===== src/rtl/psa_accum_unit.sv =====
// Multi-operand packed accumulator: sums a stream of 16-bit operands as four
// independent 4-bit lanes and reports per-lane sticky carry flags.
module psa_accum_unit #(
    parameter int NUM_OPS = 4
) (
    input  logic        clk,
    input  logic        rst,
    input  logic        start,
    input  logic        in_valid,
    input  logic [15:0] in_data,
    output logic        in_ready,
    output logic        out_valid,
    input  logic        out_ready,
    output logic [15:0] acc,
    output logic [3:0]  err_lane,
    output logic        error,
    output logic        busy
);

    typedef enum logic [1:0] {
        S_IDLE  = 2'd0,
        S_ACCUM = 2'd1,
        S_DONE  = 2'd2
    } state_t;

    localparam logic [7:0] LAST_IDX = 8'(NUM_OPS - 1);

    state_t      state_q, state_d;
    logic [15:0] acc_q, acc_d;
    logic [3:0]  err_q, err_d;
    logic [7:0]  count_q, count_d;
    logic [4:0]  lane_sum_s;

    // Lane add with its carry-out in bit 4; lanes never see each other's carry.
    function automatic logic [4:0] lane_add(input logic [3:0] a, input logic [3:0] b);
        return {1'b0, a} + {1'b0, b};
    endfunction

    // State, accumulator, flag and operand-count registers.
    always_ff @(posedge clk or posedge rst) begin
        if (rst) begin
            state_q <= S_IDLE;
            acc_q   <= 16'd0;
            err_q   <= 4'd0;
            count_q <= 8'd0;
        end else begin
            state_q <= state_d;
            acc_q   <= acc_d;
            err_q   <= err_d;
            count_q <= count_d;
        end
    end

    // Next-state and datapath update.
    always_comb begin
        state_d    = state_q;
        acc_d      = acc_q;
        err_d      = err_q;
        count_d    = count_q;
        lane_sum_s = 5'd0;
        case (state_q)
            S_IDLE: begin
                if (start) begin
                    state_d = S_ACCUM;
                    acc_d   = 16'd0;
                    err_d   = 4'd0;
                    count_d = 8'd0;
                end else begin
                    state_d = S_IDLE;
                end
            end
            S_ACCUM: begin
                if (in_valid) begin
                    for (int i = 0; i < 4; i++) begin
                        lane_sum_s       = lane_add(acc_q[4*i +: 4], in_data[4*i +: 4]);
                        acc_d[4*i +: 4]  = lane_sum_s[3:0];
                        err_d[i]         = err_q[i] | lane_sum_s[4];
                    end
                    count_d = count_q + 8'd1;
                    if (count_q == LAST_IDX) begin
                        state_d = S_DONE;
                    end else begin
                        state_d = S_ACCUM;
                    end
                end else begin
                    state_d = S_ACCUM;
                end
            end
            S_DONE: begin
                if (out_ready) begin
                    state_d = S_IDLE;
                end else begin
                    state_d = S_DONE;
                end
            end
            default: begin
                state_d = S_IDLE;
            end
        endcase
    end

    // Handshake and status outputs decode directly from registered state.
    assign in_ready  = (state_q == S_ACCUM);
    assign out_valid = (state_q == S_DONE);
    assign busy      = (state_q != S_IDLE);
    assign acc       = acc_q;
    assign err_lane  = err_q;
    assign error     = |err_q;

endmodule

===== config.mk =====
export PLATFORM = sky130hd
export DESIGN_NAME = psa_accum_unit
export DESIGN_NICKNAME = d
export VERILOG_FILES = /design/src/rtl/psa_accum_unit.sv
export SDC_FILE = /design/constraint.sdc
export NUM_CORES = 1
export LEC_CHECK = 0
export BUFFER_PORTS_ARGS = -buffer_cell sky130_fd_sc_hd__buf_4
export CORE_MARGIN = 2
export CORE_UTILIZATION = 55
export DETAILED_ROUTE_END_ITERATION = 8
export PLACE_DENSITY = 0.91
export SYNTH_ARGS = -nofsm -noshare
export SYNTH_HDL_FRONTEND = slang
export SYNTH_SLANG_ARGS = --single-unit

===== constraint.sdc =====
create_clock -name clk -period 2.35 [get_ports clk]
set_input_delay 0.235 -clock clk [delete_from_list [all_inputs] [get_ports clk]]
set_output_delay 0.235 -clock clk [all_outputs]
set_load 0.05 [all_outputs]

==> run_results.csv <==
group,metric,value,unit
sta,fin_crit,1.76,ns
setup_path,startpoint_type,"register",
setup_path,reg2reg_from,"state_q[1]",
synthesis,synth_top_area_cell,"dfrtp_1",
grt,gr-total-overflow,0,
setup_path,path_delay_family,"simple AND/OR/NAND/NOR gates",
clock_tree,cts-buffers-inserted,5,
synthesis,synth_warnings,0,
die,io_pins,45,
synthesis,synthMuxAreaShare,1.10,%
die,fp-row-count,20,
sta,tightest_slew,0.650,ns
finish,multi_input_area,0.00100,sq mm
setup_path,reg2reg_depth,4,
synthesis,synth_top_family_by_area,"compound AO/OA/AOI/OAI gates",
setup_path,r2r_slack,0.59,ns
sta,rsz0062_at_grt,"no",
setup_path,crit_chain,"nand3b_1, buf_4, a211oi_1, a211o_1",
route,drt-initial-drc-count,43,
synthesis,synth-seq-cells,30,
synthesis,synth.avg_cell_area,11.0,sq um
status,status,"finished clean",
route,drtAntennaViolNets,0,
clock_tree,cts_buffer_depth,2,
finish,antenna_cells,0,
die,die-area,0.00379,sq mm
route,firstDrtPassIters,4,
clock_tree,cts_tree,"built",
die,die_y,61.6,um
setup_path,critPathMaxFanout,16,
clock_tree,worstSkewPairLatency,0.33,ns
finish,final_common_cell,"buf_4",
setup_path,critPathSlowestCell,"nand3b_1",
place,dp_hpwl,3160,um
place,pre_cts_ws,0.630,ns
route,vias,1523,
die,initial_utilization,58.8,%
hold_path,whs_path_depth,3,
sta,maxSlewViolCount,0,
finish,area_delta_synth_final,23.5,%
synthesis,synthTopCellsByArea,"dfrtp_1 (41%), ha_1 (12%), fa_1 (4.4%), nand3_1 (3.8%), a22o_1 (3.4%)",
clock_tree,path_clk_slew,0.09,ns
finish,layout_common_cells,"buf_4 (47), dfrtp_1 (30), ha_1 (17)",
hold_path,min_to,"state_q[1]",
synthesis,syn_nets,208,
synthesis,synth_xor_area_share,1.44,%
grt,antenna_found_initial,0,
sta,hold_viol,0,
place,port_buffers,44,
hold_path,hold_class,"input port to register",
setup_path,crit_type,"register to register",
synthesis,synth_fa_ha_area_share,16.0,%
grt,grt_pass1_wl,7110,um
finish,nets,256,
sta,setup_viol,0,
route,viasPerCell,5.88,
sta,fin_ws,0.593,ns
finish,postLayoutCellArea,0.00225,sq mm
setup_path,worst_ep_required_time,2.62,ns
setup_path,cp_slowest_stage_delay,0.56,ns
route,drc_errors,0,
clock_tree,root_buffer,"clkbuf_4",
sta,fmax,569,MHz
run,maxCapViolations,0,
finish,fill_cells,242,
setup_path,cp_data_arrival_time,2.03,ns
sta,worst_clock_skew,0.00493,ns
synthesis,ys_types,41,
route,post_drt_wl_per_cell,16.2,um
route,drt_wl_total,4200,um
clock_tree,postCtsSetupRepairBufs,0,
finish,drive_gt1_share,28.8,%
hold_path,hold_start,"out_ready",
synthesis,synthSimpleGateAreaFrac,16.0,%
die,die_w,61.6,um
finish,regArea,751,sq um
setup_path,crit_start,"state_q[1]",
sta,fin_setup_tns,0,ns
grt,grt_pass1_vias,1562,
setup_path,r2r-end,"acc[3]",
die,core-area,0.00310,sq mm
clock_tree,clock-sinks,30,
synthesis,syn_area,0.00182,sq mm
sta,layout_worst_path_cycle_share,74.8,%
pwr,powerDensity,1440,mW/mm^2
setup_path,crit_path_end_kind,"register",
synthesis,synth_flop_cell,"dfrtp_1",
synthesis,yosysSeqAreaShare,41.2,%
clock_tree,htree_levels,2,
pwr,power.leakage,1.10,nW
sta,relSlewSlack,56.5,%
setup_path,worst-path-buf-inv,1,
pwr,ir_drop,0.831,mV
synthesis,ys_async_sr_fraction,100,%
synthesis,yosysTopAreaCellShare,41.2,%
clock_tree,cts_resized,0,
synthesis,synth-compound-area-share,20.5,%
grt,grt_max_degree,31,
place,placed_area,0.00218,sq mm
grt,grt.total_usage,26.2,%
synthesis,synth_edf_count,0,
synthesis,syn_inst,166,
place,gp_congestion,0.834,
[layout make-up]
cell class	instances	share of cell area [%]
multi-input cells	124	44.6
flip-flops and latches	30	33.3
repair buffers	48	16.1
clock buffers	7	2.44
well taps	44	2.44
inverters	5	0.833
clock inverters	1	0.222
[Yosys cell counts, types with 2 or more instances]
master / instances
nand2b_1: 5
nand3_1: 14
a211o_1: 4
a22o_1: 7
and4_1: 4
ha_1: 17
a211oi_1: 4
a21o_1: 4
a211oi_2: 2
o31ai_1: 2
buf_2: 4
nand2_1: 8
dfrtp_1: 30
inv_1: 4
fa_1: 4
o41ai_2: 2
or3_1: 2
buf_6: 2
nor2b_1: 4
o21ai_1: 9
xnor2_1: 3
a21oi_1: 11
mux2i_1: 2
[worst register-to-register path, delay by kind of cell, from the launching register on]
kind	cells	cell delay, ns
AOI/OAI and AO/OA	2	0.33
and+or+nand+nor	1	0.56
DFF	1	0.45
buffers and inverters	1	0.36
[per-stage QoR]
step                hold slack [ns]  utilization, %  instances  total power [mW]
floorplan                     0.326               -        166              2.35
CTS                           0.146            72.6        259              3.26
global route                  0.147            72.6        259              3.44
detailed placement            0.340            70.3        250              2.92
finish                        0.154            72.6        259              3.24
global placement              0.338            70.3        250              2.81
[power breakdown]
group / switching, mW / total [mW] / internal (mW) / leakage (nW)
clock: 0.181 / 0.326 / 0.145 / 0.0353
sequential: 0.220 / 0.941 / 0.721 / 0.383
combinational: 1.28 / 1.97 / 0.693 / 0.680
[repair_timing]
action | in CTS | in global routing
hold buffers | 1 | 0
hold endpoints to repair | 30 | 0
setup endpoints to repair | 0 | 0
[cell families after synthesis]
family | Yosys count
fa+ha+maj | 21
mux | 2
buf+inv | 12
flops | 30
xor+xnor | 3
compound gates | 50
simple gates | 48
[metal layers]
layer / routed length, um / share of wire, % / track usage, % / up-vias
met1: 1710 / 41 / 30.6 / 758
met5: 0 / 0 / 0 / -
met3: 144 / 3.4 / 4.62 / 6
met4: 47 / 1.1 / 10.0 / 0
li1: - / - / - / 728
met2: 2300 / 55 / 47.4 / 31
[worst max-delay path by stage]
stage | endpoint | slack (ns) | depth (start not counted)
floorplan | err_lane[0] | 0.62 | 5
global placement | count_q[3] | 0.73 | 3
detailed placement | count_q[7] | 0.63 | 3
CTS | acc[3] | 0.61 | 4
global route | count_q[7] | 0.47 | 3
finish | acc[3] | 0.59 | 4
[sequential cells by signal, summed over array words and instances, names as in the netlist]
register	count
acc	16
count_q	8
err_lane	4
state_q	2
Power figures use the tool's default switching activity.
